`config.mk`:
```
export PLATFORM = sky130hd
export DESIGN_NAME = ctrl_sequencer
export DESIGN_NICKNAME = d
export VERILOG_FILES = /design/src/rtl/ctrl_seq_pkg.sv /design/src/rtl/ctrl_seq_decode.sv /design/src/rtl/ctrl_sequencer.sv
export SDC_FILE = /design/constraint.sdc
export NUM_CORES = 1
export LEC_CHECK = 0
export BUFFER_PORTS_ARGS = -buffer_cell sky130_fd_sc_hd__buf_4
export CELL_PAD_IN_SITES_DETAIL_PLACEMENT = 1
export CELL_PAD_IN_SITES_GLOBAL_PLACEMENT = 1
export CORE_MARGIN = 5
export CORE_UTILIZATION = 24
export DETAILED_ROUTE_END_ITERATION = 12
export PLACE_DENSITY_LB_ADDON = 0.1
export SLEW_MARGIN = 20
export SYNTH_ARGS = -nofsm -noshare
export SYNTH_HDL_FRONTEND = slang
export SYNTH_SLANG_ARGS = --single-unit
```
`constraint.sdc`:
```
create_clock -name clk -period 1.4 [get_ports clk]
set_clock_uncertainty 0.15 [all_clocks]
set_input_delay 0.07 -clock clk [delete_from_list [all_inputs] [get_ports clk]]
set_output_delay 0.07 -clock clk [all_outputs]
set_load 0.1 [all_outputs]
```
`src/rtl/ctrl_seq_pkg.sv`:
```
// ctrl_seq_pkg
//   Shared definitions for the SAP-class control sequencer:
//   - bit positions of the 14-bit control word and the IDLE word,
//   - the instruction opcodes (4-bit field),
//   - the T-state enumeration,
//   - eff_opcode(): maps a raw opcode onto a defined opcode or OP_NOP.
package ctrl_seq_pkg;

  localparam int CW = 14;

  // Control word bit positions (_N bits are active-low)
  localparam int B_CP   = 13;
  localparam int B_EP   = 12;
  localparam int B_LM_N = 11;
  localparam int B_CE_N = 10;
  localparam int B_LI_N = 9;
  localparam int B_EI_N = 8;
  localparam int B_LA_N = 7;
  localparam int B_EA   = 6;
  localparam int B_SU   = 5;
  localparam int B_EU   = 4;
  localparam int B_LB_N = 3;
  localparam int B_LO_N = 2;
  localparam int B_LP   = 1;
  localparam int B_LF   = 0;

  // Every active-low strobe deasserted, every active-high strobe low (0x0F8C)
  localparam logic [CW-1:0] IDLE = (CW'(1) << B_LM_N) | (CW'(1) << B_CE_N) |
                                   (CW'(1) << B_LI_N) | (CW'(1) << B_EI_N) |
                                   (CW'(1) << B_LA_N) | (CW'(1) << B_LB_N) |
                                   (CW'(1) << B_LO_N);

  localparam logic [3:0] OP_LDA = 4'b0000;
  localparam logic [3:0] OP_ADD = 4'b0001;
  localparam logic [3:0] OP_SUB = 4'b0010;
  localparam logic [3:0] OP_JMP = 4'b0100;
  localparam logic [3:0] OP_JZ  = 4'b0101;
  localparam logic [3:0] OP_OUT = 4'b1110;
  localparam logic [3:0] OP_HLT = 4'b1111;
  // Canonical code for "no operation"; any undefined opcode maps here
  localparam logic [3:0] OP_NOP = 4'b0011;

  typedef enum logic [2:0] {
    T1   = 3'd0,
    T2   = 3'd1,
    T3   = 3'd2,
    T4   = 3'd3,
    T5   = 3'd4,
    T6   = 3'd5,
    HALT = 3'd6
  } state_t;

  // upper_nz: any opcode bit above [3:0] is set, which forces a NOP
  function automatic logic [3:0] eff_opcode(input logic [3:0] low,
                                            input logic       upper_nz);
    logic [3:0] op;
    op = OP_NOP;
    if (!upper_nz) begin
      case (low)
        OP_LDA, OP_ADD, OP_SUB, OP_JMP, OP_JZ, OP_OUT, OP_HLT: op = low;
        default: op = OP_NOP;
      endcase
    end
    return op;
  endfunction

endpackage

```
`src/rtl/ctrl_seq_decode.sv`:
```
// ctrl_seq_decode
//   Combinational microcode decoder.
//   Ports:
//     state  in  state_t   current T-state
//     opcode in  OPW       IR opcode field
//     z      in  1         zero flag (only JZ looks at it)
//     cont   out 14        control word for this state/opcode
//     last   out 1         current state is the instruction's last active one
module ctrl_seq_decode
  import ctrl_seq_pkg::*;
#(
  parameter int OPW = 4
) (
  input  state_t          state,
  input  logic [OPW-1:0]  opcode,
  input  logic            z,
  output logic [CW-1:0]   cont,
  output logic            last
);

  logic [3:0] op;

  // Shifting (rather than slicing) keeps OPW == 4 legal: the result is zero
  assign op = eff_opcode(opcode[3:0], |(opcode >> 4));

  // Start from IDLE and flip only the strobes each state needs
  always_comb begin
    cont = IDLE;
    last = 1'b1;
    case (state)
      T1: begin
        cont[B_EP]   = 1'b1;
        cont[B_LM_N] = 1'b0;
      end
      T2: cont[B_CP] = 1'b1;
      T3: begin
        cont[B_CE_N] = 1'b0;
        cont[B_LI_N] = 1'b0;
      end
      T4: begin
        case (op)
          OP_LDA, OP_ADD, OP_SUB: begin
            cont[B_EI_N] = 1'b0;
            cont[B_LM_N] = 1'b0;
            last         = 1'b0;
          end
          OP_OUT: begin
            cont[B_EA]   = 1'b1;
            cont[B_LO_N] = 1'b0;
          end
          OP_JMP: begin
            cont[B_EI_N] = 1'b0;
            cont[B_LP]   = 1'b1;
          end
          OP_JZ: begin
            if (z) begin
              cont[B_EI_N] = 1'b0;
              cont[B_LP]   = 1'b1;
            end
          end
          default: ;
        endcase
      end
      T5: begin
        case (op)
          OP_LDA: begin
            cont[B_CE_N] = 1'b0;
            cont[B_LA_N] = 1'b0;
          end
          OP_ADD, OP_SUB: begin
            cont[B_CE_N] = 1'b0;
            cont[B_LB_N] = 1'b0;
            last         = 1'b0;
          end
          default: ;
        endcase
      end
      T6: begin
        if (op == OP_ADD || op == OP_SUB) begin
          cont[B_EU]   = 1'b1;
          cont[B_LA_N] = 1'b0;
          cont[B_LF]   = 1'b1;
          cont[B_SU]   = (op == OP_SUB);
        end
      end
      default: ;  // HALT and unused encodings stay IDLE
    endcase
  end

endmodule

```
`src/rtl/ctrl_sequencer.sv`:
```
// ctrl_sequencer
//   T-state sequencer for the SAP-class accumulator CPU. The state register
//   advances on the falling clock edge so the control word is settled at the
//   rising edge where the datapath acts.
//   Parameters:
//     OPW       opcode width (>= 4)
//     SKIP_IDLE 1: return to T1 after the last active state; 0: always T1..T6
//   Ports:
//     clk    in  1    clock (state updates on negedge)
//     reset  in  1    asynchronous, active-low
//     opcode in  OPW  IR opcode field
//     z      in  1    zero flag
//     resume in  1    leaves HALT
//     cont   out 14   control word
//     tstate out 6    one-hot T-state (T1 = bit 0), zero in HALT
//     halted out 1    high in HALT
module ctrl_sequencer
  import ctrl_seq_pkg::*;
#(
  parameter int OPW       = 4,
  parameter bit SKIP_IDLE = 1'b1
) (
  input  logic            clk,
  input  logic            reset,
  input  logic [OPW-1:0]  opcode,
  input  logic            z,
  input  logic            resume,
  output logic [CW-1:0]   cont,
  output logic [5:0]      tstate,
  output logic            halted
);

  state_t     state_reg;
  state_t     state_next;
  logic       last;
  logic [3:0] op;

  assign op = eff_opcode(opcode[3:0], |(opcode >> 4));

  ctrl_seq_decode #(
    .OPW(OPW)
  ) u_decode (
    .state  (state_reg),
    .opcode (opcode),
    .z      (z),
    .cont   (cont),
    .last   (last)
  );

  always_ff @(negedge clk or negedge reset) begin
    if (!reset) state_reg <= T1;
    else        state_reg <= state_next;
  end

  always_comb begin
    state_next = T1;
    case (state_reg)
      T1: state_next = T2;
      T2: state_next = T3;
      T3: state_next = T4;
      T4: begin
        if (op == OP_HLT)            state_next = HALT;
        else if (SKIP_IDLE && last)  state_next = T1;
        else                         state_next = T5;
      end
      T5: state_next = (SKIP_IDLE && last) ? T1 : T6;
      T6: state_next = T1;
      HALT: state_next = resume ? T1 : HALT;
      default: state_next = T1;  // unused encoding recovers to fetch
    endcase
  end

  always_comb begin
    tstate = '0;
    halted = 1'b0;
    case (state_reg)
      T1:   tstate[0] = 1'b1;
      T2:   tstate[1] = 1'b1;
      T3:   tstate[2] = 1'b1;
      T4:   tstate[3] = 1'b1;
      T5:   tstate[4] = 1'b1;
      T6:   tstate[5] = 1'b1;
      HALT: halted    = 1'b1;
      default: ;
    endcase
  end

endmodule
```
==> results of run 1 <==
-- cell usage after synthesis --
library cell / count / share of area, %
nand2_1: 8 / 7.7
buf_6: 1 / 2.9
nand4_1: 2 / 3.2
and4b_1: 1 / 2.6
and3b_1: 1 / 2.3
nand3_1: 3 / 3.9
nand3b_1: 1 / 1.9
nor2_1: 6 / 5.8
buf_4: 4 / 7.7
nor3b_2: 2 / 6.4
inv_1: 3 / 2.9
dfrtn_1: 3 / 19
nor4b_2: 2 / 7.7
a31oi_1: 2 / 3.2
o21ai_0: 2 / 2.6
buf_2: 3 / 3.9
and3_1: 1 / 1.6
nor3_1: 2 / 2.6
inv_2: 1 / 0.96
or3_1: 2 / 3.2
nor2b_1: 2 / 3.2
xor2_1: 2 / 4.5
-- stage by stage --
| step | area (µm²) | util [%] | instances |
|---|---|---|---|
| after floorplan | 586 | - | 54 |
| after global placement | 861 | 56.5 | 109 |
| after detailed placement | 861 | 56.5 | 109 |
-- cell families after synthesis --
group | count (synthesis)
AO/OA/AOI/OAI | 4
XOR/XNOR | 2
buffers and inverters | 12
flip-flops | 3
AND/OR/NAND/NOR | 33
==> metrics.txt, run 1 <==
Compound-Gate Fraction of Synth Area 5.79%; run status aborted with a tool error; H-tree levels 1; Setup WS pre-CTS -887 ps; Initial Util 25.5%; Post-CTS Setup Bufs 9; Final Wtd Congestion 0.760; Distinct cells, synth 22; Last stage clock tree synthesis (4_1_cts); Yosys reg bits 3; syn_area_per_cell 7.21 µm²; total CTS buffers 3; Row Count 14; Port-buffer cells 28; post-synthesis cell area 389 µm²; height of the die 50.3 µm; Tool Error [ERROR DPL-0033] detailed placement checks failed during check placement.; Max Root-Sink Buffers 2; main combinational cell family by area after synthesis simple AND/OR/NAND/NOR gates; num ports 29; proportion of synthesized area in mux cells 0%; Sink Count 3; root buffer cell clkbuf_4; post-synthesis xor/xnor area fraction 4.50%; Post-Synthesis Cells 54; yosys warns 0; Synth Area in Simple Gates 52.1%; die span in x 50.3 µm; post-synthesis sequential area ratio 19.3%; syn nets 62; dpl hpwl 1350 µm; CTS hold repair buffers 0; Adder-Cell Fraction of Synth Area 0%; PostCTS Resize Cnt 76
==> run 2: changes to the inputs <==
- CELL_PAD_IN_SITES_DETAIL_PLACEMENT: 1 -> default
- CELL_PAD_IN_SITES_GLOBAL_PLACEMENT: 1 -> default
- CORE_AREA: default -> 5 5 66 68
- CORE_MARGIN: 5 -> default
- CORE_UTILIZATION: 24 -> default
- DIE_AREA: default -> 0 0 71 73
- PLACE_DENSITY_LB_ADDON: 0.1 -> 0.15
==> metrics.txt, run 2 <==
Post-Synthesis Cells 54 (unchanged); filler cell count 397; TNS Setup -20620 ps; Worst setup EP type output port; Final Wtd Congestion 0.776 (+2.2%); asr flop ratio synth 100% (unchanged); # setup viols final 23; Max Cap Viol 0; gr ovfl total 0; num ports 29 (unchanged); Worst Tran Pin Value 332 ps; Port-buffer cells 28 (unchanged); total CTS buffers 3 (unchanged); Top Family by Delay on Critical Path simple AND/OR/NAND/NOR gates; root buffer cell clkbuf_8; antenna violations before repair 0; RSZ-0062 raised after global routing true; Max Root-Sink Buffers 2 (unchanged); most frequent cells after synthesis nand2_1 (8), nor2_1 (6), buf_4 (4); setup ws final -1100 ps; worst skew pair latency 240 ps; Initial Util 10.2% (-15 points); Synth area leaders dfrtn_1 (19%), buf_4 (7.7%), nand2_1 (7.7%); vias per cell 3.68; CP Class flop to output port; Sink Count 3 (unchanged); H-tree levels 1 (unchanged); Routed Antenna Nets 0; Final Non-Filler Cells 158; yosys warns 0 (unchanged); Cell Chain, Critical Path and4b_2 > nand2_2 > or3_4 > buf_12; DRT iter0 DRCs 4; Slew Viols, Final 0; syn nets 62 (unchanged); Synth top area share 19.3% (unchanged); Worst path depth 4; CORE AREA 3800 µm²; Ant. Diodes 0; vias in the first global route 599; Slowest cell on crit path dfrtn_1; Row Count 23 (+9); dpl hpwl 1360 µm (+0.54%); die span in x 71 µm (+41%); Die ar. 5180 µm²; Reg clk slew, reported paths 30 ps; cell area after layout 1420 µm²; Bufs and invs on worst path 1; CP Launch Type flop; Pre-Repair DR Iteration Count 3; vias 581; Yosys reg bits 3 (unchanged); placed insts 146 (+34%); largest area contributor in the netlist dfrtn_1; DRC 0; post-synthesis cell area 389 µm² (unchanged); Crit path largest cell delay 390 ps; final core occ 37.4%; most frequent cells in the layout buf_4 (21), buf_12 (21), buf_6 (16), nor2_4 (5), nand2_1 (4); post-synthesis sequential area ratio 19.3% (unchanged); r2r setup slk -50 ps; R2R Path End state_reg[1]; first-pass GRT wire length 2770 µm; Req. time, crit path 1180 ps; EDFF count, synth 0 (unchanged); crit path to cont[2]; Final Hold Violating Endpoints 0; run status finished, violations left; Distinct cells, synth 22 (unchanged); final WL 1720 µm; Worst Setup SP state_reg[2]; CTS hold repair buffers 0 (unchanged); CP Max Fanout 5; CTS tree yes; area delta synth->final 265%; GRT Util Overall 6.77%; failing checks negative setup slack; Critical R2R Launch state_reg[0]; layout net count 117; most common cell in the netlist nand2_1; Rel. slew slack 77.8%; Crit path arrival time 2280 ps; min-delay worst type input port to async pin; DR WL/cell 10.9 µm; layout cells sized above 1 84.3%; Most used DFF post-synth dfrtn_1; syn_area_per_cell 7.21 µm² (unchanged); max reg flops 3; placed cell area 938 µm² (+9.0%); largest net degree at the start of global routing 7; worst r2r path cells 6; height of the die 73 µm (+45%)
==> run 2: logic make-up (layout without fill, tap and decap cells) <==
kind of cell    Yosys count  after routing  share of synthesized area [%]
buf+inv                  12             66                           18.3
xor+xnor                  2              2                           4.50
simple gates             33             33                           52.1
compound gates            4              4                           5.79
flops                     3              3                           19.3
==> run 2: worst min-delay path by stage <==
stage | startpoint | slack (ps) | depth (start not counted) | end
2_1_floorplan | opcode[3] | 120 | 1 | cont[1]
3_3_place_gp | reset | 300 | 1 | state_reg[0]
3_5_place_dp | reset | 300 | 1 | state_reg[0]
4_1_cts | reset | 50 | 1 | state_reg[0]
5_1_grt | reset | 50 | 1 | state_reg[1]
6_report | reset | 50 | 1 | state_reg[1]
==> run 2: final cells by class <==
type	count	area, µm²	area share (%)
Clock buffer	4	45.0	3.17
Tap cell	50	62.6	4.41
Inverter	4	31.3	2.20
Sequential cell	3	75.1	5.29
Timing Repair Buffer	58	758	53.4
Multi-Input combinational cell	39	448	31.5
==> run 2: through the flow <==
step / hold slack, ps / setup slack, ps
2_1_floorplan: 116 / -1770
3_3_place_gp: 304 / -903
3_5_place_dp: 303 / -893
4_1_cts: 48.5 / -1090
5_1_grt: 53.8 / -1150
6_report: 50.6 / -1100
==> run 2: metal layers <==
metal	vias up	track usage (%)	wire length (µm)
li1	287	-	-
met1	268	8.24	732
met2	22	11.1	851
met3	4	1.38	106
met4	0	3.76	27
met5	-	0	0
==> run 2: what timing repair did <==
action,4_1_cts,5_1_grt
resized for setup,77,14
hold endpoints to repair,0,0
setup endpoints to repair,22,24
pin swaps,11,9
cloned,0,0
setup buffers,6,4
Power of run 2 is not shown: default switching activity piles up to over one toggle a cycle in this logic, so the estimate is an artifact.
